File: src/rtl/descriptor_header_rebuild_pkg.sv
// Shared types and constants for the egress descriptor header rebuild block.
package descriptor_header_rebuild_pkg;

  typedef enum logic [1:0] {
    IDLE_S  = 2'd0,
    REMAP_S = 2'd1,
    TRAN_S  = 2'd2,
    DISC_S  = 2'd3
  } rebuild_state_e;

  localparam logic [15:0] MAPPED_ETH_TYPE_DEF = 16'h1800;
  localparam logic [15:0] ETH_TYPE_TSMP       = 16'hff01;
  localparam logic [15:0] ETH_TYPE_PTP        = 16'h88f7;
  localparam logic [15:0] ETH_TYPE_PCF        = 16'h891d;

  localparam logic [2:0] PKT_TYPE_RC = 3'd3;
  localparam logic [2:0] PKT_TYPE_BE = 3'd6;

  typedef struct packed {
    logic [39:0] desc;
    logic        remap;
  } slot_entry_t;

  // Header byte k lives at desc[39-8k -: 8]; shifting left keeps the slice constant.
  function automatic logic [7:0] desc_byte(input logic [39:0] d, input logic [2:0] k);
    logic [39:0] s;
    s = d << (6'd8 * {3'd0, k});
    return s[39:32];
  endfunction

endpackage

File: src/rtl/descriptor_header_rebuild_slot.sv
// One-entry descriptor holding register with same-cycle bypass when empty.
module desc_slot_reg
  import descriptor_header_rebuild_pkg::*;
#(
  parameter logic [15:0] MAPPED_ETH_TYPE = MAPPED_ETH_TYPE_DEF
) (
  input  logic        i_clk,
  input  logic        i_rst_n,
  input  logic        i_wr,
  input  logic [39:0] iv_desc,
  input  logic [15:0] iv_eth,
  input  logic        i_consume,
  output logic        o_ready,
  output logic        o_avail,
  output slot_entry_t o_entry,
  output logic        o_ovf
);

  logic        slot_valid_q, slot_valid_d;
  slot_entry_t entry_q, entry_d;
  slot_entry_t wr_entry;

  assign wr_entry = '{desc: iv_desc, remap: (iv_eth == MAPPED_ETH_TYPE)};
  assign o_ready  = !slot_valid_q;
  assign o_avail  = slot_valid_q || i_wr;
  assign o_entry  = slot_valid_q ? entry_q : wr_entry;
  assign o_ovf    = i_wr && slot_valid_q;

  always_comb begin
    slot_valid_d = slot_valid_q;
    entry_d      = entry_q;
    if (i_consume && slot_valid_q) slot_valid_d = 1'b0;
    // A write into an empty slot that is consumed the same cycle is a bypass.
    if (i_wr && !slot_valid_q && !i_consume) begin
      slot_valid_d = 1'b1;
      entry_d      = wr_entry;
    end
  end

  always_ff @(posedge i_clk or negedge i_rst_n) begin
    if (!i_rst_n) begin
      slot_valid_q <= 1'b0;
      entry_q      <= '0;
    end else begin
      slot_valid_q <= slot_valid_d;
      entry_q      <= entry_d;
    end
  end

endmodule

File: src/rtl/descriptor_header_rebuild.sv
// Rewrites the leading header bytes of mapped frames from their descriptor.
// REBUILD_STAT_EN enables the packet/error counters (tied to zero otherwise).
module descriptor_header_rebuild
  import descriptor_header_rebuild_pkg::*;
#(
  parameter logic [15:0] MAPPED_ETH_TYPE = MAPPED_ETH_TYPE_DEF,
  parameter int unsigned REMAP_LEN       = 5
) (
  input  logic        i_clk,
  input  logic        i_rst_n,
  input  logic        i_descriptor_wr,
  input  logic [39:0] iv_descriptor,
  input  logic [15:0] iv_eth_type,
  output logic        o_descriptor_ready,
  input  logic [8:0]  iv_data,
  input  logic        i_data_wr,
  output logic [8:0]  ov_data,
  output logic        o_data_wr,
  output logic [31:0] ov_pkt_cnt,
  output logic [31:0] ov_err_cnt,
  output logic [1:0]  ov_rebuild_state
);

  localparam logic [2:0] LAST_REMAP = 3'(REMAP_LEN - 1);

  rebuild_state_e state_q, state_d;
  logic [2:0]     byte_cnt_q, byte_cnt_d;
  logic [39:0]    cur_desc_q, cur_desc_d;
  logic [8:0]     data_q, data_d;
  logic           data_wr_q, data_wr_d;

  logic        consume, slot_avail, slot_ovf;
  slot_entry_t slot_entry;
  logic        pkt_inc, err_fsm, head;

  desc_slot_reg #(.MAPPED_ETH_TYPE(MAPPED_ETH_TYPE)) u_slot (
    .i_clk     (i_clk),
    .i_rst_n   (i_rst_n),
    .i_wr      (i_descriptor_wr),
    .iv_desc   (iv_descriptor),
    .iv_eth    (iv_eth_type),
    .i_consume (consume),
    .o_ready   (o_descriptor_ready),
    .o_avail   (slot_avail),
    .o_entry   (slot_entry),
    .o_ovf     (slot_ovf)
  );

  assign head = i_data_wr && iv_data[8];

  always_comb begin
    state_d    = state_q;
    byte_cnt_d = byte_cnt_q;
    cur_desc_d = cur_desc_q;
    data_d     = data_q;
    data_wr_d  = 1'b0;
    consume    = 1'b0;
    pkt_inc    = 1'b0;
    err_fsm    = 1'b0;
    case (state_q)
      IDLE_S: begin
        if (head) begin
          if (slot_avail) begin
            consume    = 1'b1;
            cur_desc_d = slot_entry.desc;
            data_wr_d  = 1'b1;
            data_d     = {1'b1, slot_entry.remap ? desc_byte(slot_entry.desc, 3'd0) : iv_data[7:0]};
            byte_cnt_d = 3'd1;
            state_d    = (slot_entry.remap && REMAP_LEN > 1) ? REMAP_S : TRAN_S;
          end else begin
            err_fsm = 1'b1;
            state_d = DISC_S;
          end
        end
      end
      REMAP_S: begin
        if (!i_data_wr) begin
          err_fsm = 1'b1;
          state_d = IDLE_S;
        end else if (iv_data[8]) begin
          // Frame ended before the header was fully rebuilt: pass it, flag it.
          data_wr_d = 1'b1;
          data_d    = iv_data;
          err_fsm   = 1'b1;
          state_d   = IDLE_S;
        end else begin
          data_wr_d = 1'b1;
          data_d    = {1'b0, desc_byte(cur_desc_q, byte_cnt_q)};
          if (byte_cnt_q == LAST_REMAP) state_d = TRAN_S;
          else                          byte_cnt_d = byte_cnt_q + 3'd1;
        end
      end
      TRAN_S: begin
        if (!i_data_wr) begin
          err_fsm = 1'b1;
          state_d = IDLE_S;
        end else begin
          data_wr_d = 1'b1;
          data_d    = iv_data;
          if (iv_data[8]) begin
            pkt_inc = 1'b1;
            state_d = IDLE_S;
          end
        end
      end
      DISC_S: begin
        if (head) state_d = IDLE_S;
      end
      default: state_d = IDLE_S;
    endcase
  end

  always_ff @(posedge i_clk or negedge i_rst_n) begin
    if (!i_rst_n) begin
      state_q    <= IDLE_S;
      byte_cnt_q <= '0;
      cur_desc_q <= '0;
      data_q     <= '0;
      data_wr_q  <= 1'b0;
    end else begin
      state_q    <= state_d;
      byte_cnt_q <= byte_cnt_d;
      cur_desc_q <= cur_desc_d;
      data_q     <= data_d;
      data_wr_q  <= data_wr_d;
    end
  end

  assign ov_data          = data_q;
  assign o_data_wr        = data_wr_q;
  assign ov_rebuild_state = state_q;

`ifdef REBUILD_STAT_EN
  logic [31:0] pkt_cnt_q, pkt_cnt_d, err_cnt_q, err_cnt_d;
  logic [1:0]  err_inc;

  // FSM error and descriptor overflow may land in the same cycle.
  always_comb begin
    err_inc   = {1'b0, err_fsm} + {1'b0, slot_ovf};
    pkt_cnt_d = pkt_cnt_q + {31'd0, pkt_inc};
    err_cnt_d = err_cnt_q + {30'd0, err_inc};
  end

  always_ff @(posedge i_clk or negedge i_rst_n) begin
    if (!i_rst_n) begin
      pkt_cnt_q <= '0;
      err_cnt_q <= '0;
    end else begin
      pkt_cnt_q <= pkt_cnt_d;
      err_cnt_q <= err_cnt_d;
    end
  end

  assign ov_pkt_cnt = pkt_cnt_q;
  assign ov_err_cnt = err_cnt_q;
`else
  logic unused_stat;
  assign unused_stat = ^{pkt_inc, err_fsm, slot_ovf};
  assign ov_pkt_cnt  = 32'h0;
  assign ov_err_cnt  = 32'h0;
`endif

endmodule

File: config.mk
export PLATFORM = sky130hd
export DESIGN_NAME = descriptor_header_rebuild
export DESIGN_NICKNAME = d
export VERILOG_FILES = /design/src/rtl/descriptor_header_rebuild_pkg.sv /design/src/rtl/descriptor_header_rebuild_slot.sv /design/src/rtl/descriptor_header_rebuild.sv
export SDC_FILE = /design/constraint.sdc
export NUM_CORES = 1
export LEC_CHECK = 0
export CORE_ASPECT_RATIO = 0.6
export CORE_MARGIN = 5
export CORE_UTILIZATION = 53
export CTS_CLUSTER_SIZE = 12
export DETAILED_ROUTE_END_ITERATION = 6
export PLACE_DENSITY = 0.93
export SYNTH_ARGS = -nofsm -noshare
export SYNTH_HDL_FRONTEND = slang
export SYNTH_SLANG_ARGS = --single-unit
File: constraint.sdc
create_clock -name i_clk -period 6 [get_ports i_clk]
set_clock_uncertainty 0.15 [all_clocks]
set_input_delay 1.5 -clock i_clk [delete_from_list [all_inputs] [get_ports i_clk]]
set_output_delay 1.5 -clock i_clk [all_outputs]
set_load 0.005 [all_outputs]
==> metrics.csv, run 1 <==
metric,value,unit
placed_area,0.00617,mm^2
worstHoldStart,cur_desc_q[9],
grt_pass1_vias,4069,
synth-main-ff-cell,dfrtp_1,
async_flop_share,100,%
vias,4141,
diodes,0,
fmax,281,MHz
rsz0062_at_grt,false,
cts_sinks,97,
maxSlewHeadroom,31.6,%
die_w,143,um
post_cts_resize_count,0,
power.static_leakage,2.93,nW
status,"complete, no violations",
drc,0,
peakVddDrop,0.257,mV
area_growth,17.3,%
report.power.total,2.90,mW
reg2regPathDepth,6,
place_hpwl,9.92,mm
synth_area,0.00558,mm^2
fp-row-count,29,
grt.overflow.total,0,
core-area,0.0104,mm^2
comb_power_share,35.0,%
io_buffers,81,
yosysWarningCount,0,
synthCells,533,
ctsHtreeMaxLevel,3,
cts_setup_buffers,0,
drt_iter0_markers,456,
post_drt_wl_per_cell,18.6,um
antenna_left,0,
pwr-share-seq,40.4,%
crit_path_max_fanout,42,
final_area,0.00655,mm^2
reg2reg_to,ov_rebuild_state[1],
final_hold_viol_count,0,
hold_path_class,reg -> reg,
cts_hold_buf,0,
start_util,53.6,%
fin_setup_tns,0,ps
p_sw,976,uW
cts.clk_slew.worst_paths,70,ps
synth_enable_flop_cells,0,
yosysUniqueCellTypes,47,
min_period,3550,ps
drive_gt1_share,12.2,%
io_pins,146,
layout_commonest_cell,dfrtp_1,
syn_area_per_cell,10.5,um^2
final_util,62.9,%
fin_crit_sh,59.2,%
clkPwrFrac,24.6,%
grt_max_degree,64,
cts_tree,done,
finalMaxSlewViolations,0,
p_per_area,443,mW/mm^2
maxCapViolations,0,
cts_buffers,9,
crit_end,u_slot.entry_q[2],
synth_seq_area_share,43.5,%
die_h,89.5,um
die_area,0.0128,mm^2
antenna_found_initial,0,
crit_required,6080,ps
worst_pin_slew,1020,ps
critPathKind,in -> reg,
nets,669,
worst-r2r-setup-slack,3300,ps
cts_root_buf,clkbuf_16,
gp_congestion,0.903,
clock_latency,350,ps
startpoint_type,input port,
worstPathArrival,3630,ps
grt_first_pass_wirelength,21.3,mm
viasPerCell,5.62,
firstDrtPassIters,5,
internal_power,1.93,mW
end_kind,flip-flop,
cts_buffer_depth,2,
rr_startpoint,byte_cnt_q[1],
routed_wl,13.7,mm
power.share.switching,33.6,%
track_usage,21.7,%
finalSetupViolCount,0,
final_cell_mix,"96 x dfrtp_1, 80 x clkdlybuf4s50_1, 64 x conb_1",
yosys_register_bits,97,
crit_start,iv_data[8],
## flip-flops by register name, summed over array words and instances, names as in the netlist
name and cells:
ov_data 9, byte_cnt_q 3, o_data_wr 1, u_slot.slot_valid_q 1, ov_rebuild_state 2, cur_desc_q 40
u_slot.entry_q 41
## Yosys cell counts, types with 2 or more instances
| master | n | share of area [%] |
|---|---|---|
| dfrtp_1 | 97 | 43 |
| buf_6 | 7 | 1.4 |
| a21oi_1 | 13 | 1.2 |
| clkbuf_1 | 16 | 1.1 |
| buf_1 | 2 | 0.13 |
| buf_4 | 64 | 8.6 |
| buf_2 | 10 | 0.90 |
| nor2_1 | 20 | 1.3 |
| nor3_1 | 2 | 0.18 |
| nand3_1 | 10 | 0.90 |
| nor4_4 | 2 | 0.76 |
| a2111oi_0 | 8 | 1.3 |
| mux2_2 | 40 | 8.1 |
| nand2_1 | 45 | 3.0 |
| nor4b_4 | 2 | 0.85 |
| o31ai_1 | 9 | 1.2 |
| ha_1 | 7 | 1.6 |
| a211oi_1 | 8 | 1.1 |
| o21ai_0 | 45 | 4.0 |
| mux2i_1 | 56 | 10 |
| nand2b_1 | 9 | 1.0 |
| and2_1 | 2 | 0.22 |
| inv_1 | 13 | 0.87 |
| a211o_1 | 2 | 0.31 |
| o221ai_1 | 8 | 1.3 |
| a41oi_1 | 8 | 1.3 |
| nor2b_1 | 8 | 0.90 |
## logic make-up (layout without fill, tap and decap cells)
kind of cell / after synthesis / count (layout) / share of synthesized area [%]
compound gates: 105 / 105 / 12.2
xor+xnor: 1 / 1 / 0.157
fa+ha+maj: 7 / 7 / 1.57
buf+inv: 113 / 115 / 13.1
flops: 97 / 97 / 43.5
mux: 97 / 97 / 18.4
other cells: 1 / 64 / 0.0672
simple gates: 112 / 112 / 11.1
## stage by stage
stage / hold slack, ps / setup slack, ps / cells
floorplan: 299 / 2970 / 596
global placement: 310 / 2240 / 721
detailed placement: 326 / 2150 / 721
CTS: 341 / 2510 / 737
global route: 357 / 2370 / 737
finish: 341 / 2450 / 737
## area by class of cell
type / instances / area (um^2)
multi-input cells: 386 / 2680
flip-flops and latches: 97 / 2430
clock buffers: 10 / 239
inverters: 14 / 52.6
well taps: 139 / 174
fillers: 798 / 3860
clock inverters: 6 / 138
repair buffers: 85 / 838
## critical path, cell delays in order
cell             delay, ps
clkdlybuf4s50_1        750
and3_1                 340
or3b_1                 140
buf_4                  460
mux2_2                 400
## worst min-delay path by stage
stage	slack, ps	end	cells past startpoint
finish	340	cur_desc_q[9]	2
global route	360	cur_desc_q[18]	2
CTS	340	cur_desc_q[38]	2
detailed placement	330	cur_desc_q[38]	2
global placement	310	cur_desc_q[38]	2
floorplan	300	cur_desc_q[24]	2
## power groups by stage
stage	Clock [mW]	Sequential, mW	Combinational, mW
6_report	0.714	1.17	1.02
5_1_grt	0.756	1.20	1.12
4_1_cts	0.726	1.16	1.02
3_5_place_dp	0	1.17	1.01
3_3_place_gp	0	1.15	0.962
2_1_floorplan	0	1.09	0.753
## routing by layer
metal,global-route usage (%),routed length (um)
met4,5.35,136
met3,6.36,1420
met2,33.3,6240
met5,0,0
met1,30.6,5900
No activity file was read; power rests on OpenSTA's default activity.
==> run 2: changes to the inputs <==
- CORE_UTILIZATION: 53 -> 49
- PLACE_DENSITY: 0.93 -> 0.87
- clock period: 6 -> 3.5 ns (I/O delays scaled with it)
==> metrics.csv, run 2 (synthesis results as in run 1) <==
metric,value,unit
status,"complete, no violations",
cts_root_buf,clkbuf_16,
use_met1,27.6,%
maxCapViolations,0,
place_hpwl,10.0,mm
io_buffers,81,
area_growth,17.4,%
viasPerCell,5.51,
antenna_left,0,
final_cell_mix,"96 x dfrtp_1, 80 x clkdlybuf4s50_1, 64 x conb_1",
startpoint_type,flip-flop,
crit_path_max_fanout,21,
use_met2,30.1,%
fin_setup_tns,0,ps
finalSetupViolCount,0,
grt.overflow.total,0,
grt_first_pass_wirelength,21.5,mm
cts_tree,done,
grt_max_degree,98,
cpPeakStageDelay,790,ps
dp.cells,729,
antenna_found_initial,0,
fp-row-count,30,
critPathKind,reg -> out,
die_h,92.7,um
routed_wl,13.4,mm
busiest_layer,met2,
post_drt_wl_per_cell,18.0,um
drt_iter0_markers,256,
met3_usage,7.43,%
io_pins,146,
top_register,u_slot.entry_q,
hold_ws,334,ps
cp_num_buf_inv,2,
start_util,49.7,%
drive_gt1_share,12.6,%
worstHoldStart,cur_desc_q[16],
gp_congestion,0.876,
crit_start,u_slot.slot_valid_q,
cts_sinks,97,
worst_pin_slew,802,ps
diodes,0,
crit_required,2470,ps
cts.clk_slew.worst_paths,70,ps
hold_path_class,reg -> reg,
final_hold_viol_count,0,
rsz0062_at_grt,false,
cts_hold_buf,0,
peakVddDrop,0.433,mV
fin_crit_sh,83.0,%
vias,4108,
rr_startpoint,u_slot.slot_valid_q,
finalMaxSlewViolations,0,
nets,672,
crit_chain,inv_2 > clkdlybuf4s50_1,
cts_buffers,9,
power.static_leakage,2.93,nW
critPathTopFamily,flip-flops,
maxSlewHeadroom,46.1,%
track_usage,19.9,%
worstPathArrival,1880,ps
core-area,0.0112,mm^2
cts_buffer_depth,2,
final_util,58.4,%
layout_commonest_cell,dfrtp_1,
clock_latency,340,ps
end_kind,output pin,
slowest_stage,dfrtp_2,
min_period,2910,ps
fillers,918,
cts_setup_buffers,0,
die_area,0.0137,mm^2
fmax,344,MHz
p_per_area,736,mW/mm^2
ctsHtreeMaxLevel,3,
largest_reg_flops,41,
post_cts_resize_count,0,
grt_pass1_vias,4090,
fin_cells,745,
die_w,148,um
drc,0,
firstDrtPassIters,5,
-- run 2: cell count changes in the layout (fill, tap and decap cells not counted), sizes merged --
cell and delta:
clkinvlp +1, clkinv +1, bufinv -2, buf +3
-- run 2: metrics by stage --
stage	setup WS, ps	power [mW]	cell area, um^2
after floorplan	1100	3.16	5820
after global placement	381	3.65	6230
after detailed placement	277	3.76	6230
after CTS	578	4.85	6560
after global routing	482	5.16	6560
final	594	4.83	6560
-- run 2: worst register-to-register path: cells and delay by family, from the launching register on --
| kind | cells | cell delay, ps |
|---|---|---|
| AO/OA/AOI/OAI | 3 | 830 |
| buffers and inverters | 1 | 570 |
| flip-flops | 1 | 790 |
| AND/OR/NAND/NOR | 1 | 210 |
-- run 2: cell type report --
type                       instances  area (um^2)  share of cell area [%]
inverter                          14         52.6                   0.802
clock buffer                      10          239                    3.65
timing repair buffer              88          886                    13.5
multi-input combinational        386         2680                    40.9
sequential                        97         2430                    37.0
clock inverter                     6         90.1                    1.37
tap                              144          180                    2.75
-- run 2: final timing paths --
path,to,slack [ps],cells past startpoint
worst min-delay path,cur_desc_q[16],330,2
min in group asynchronous,cur_desc_q[20],400,2
worst max-delay path,o_descriptor_ready,590,2
worst min register to register,cur_desc_q[16],330,2
worst max register to register,ov_data[4],810,5
max in group asynchronous,u_slot.slot_valid_q,2340,2
-- run 2: where the power goes --
part           total, mW  internal [mW]  switching, mW
registers           2.01           1.64          0.368
clock network       1.07          0.648          0.427
logic               1.74          0.882          0.863
total               4.83           3.17           1.66
-- run 2: routing by layer --
metal | part of all wire, % | vias up
li1 | - | 1883
met1 | 45 | 2027
met2 | 45 | 179
met3 | 9.4 | 19
met4 | 1.0 | 0
met5 | 0 | -
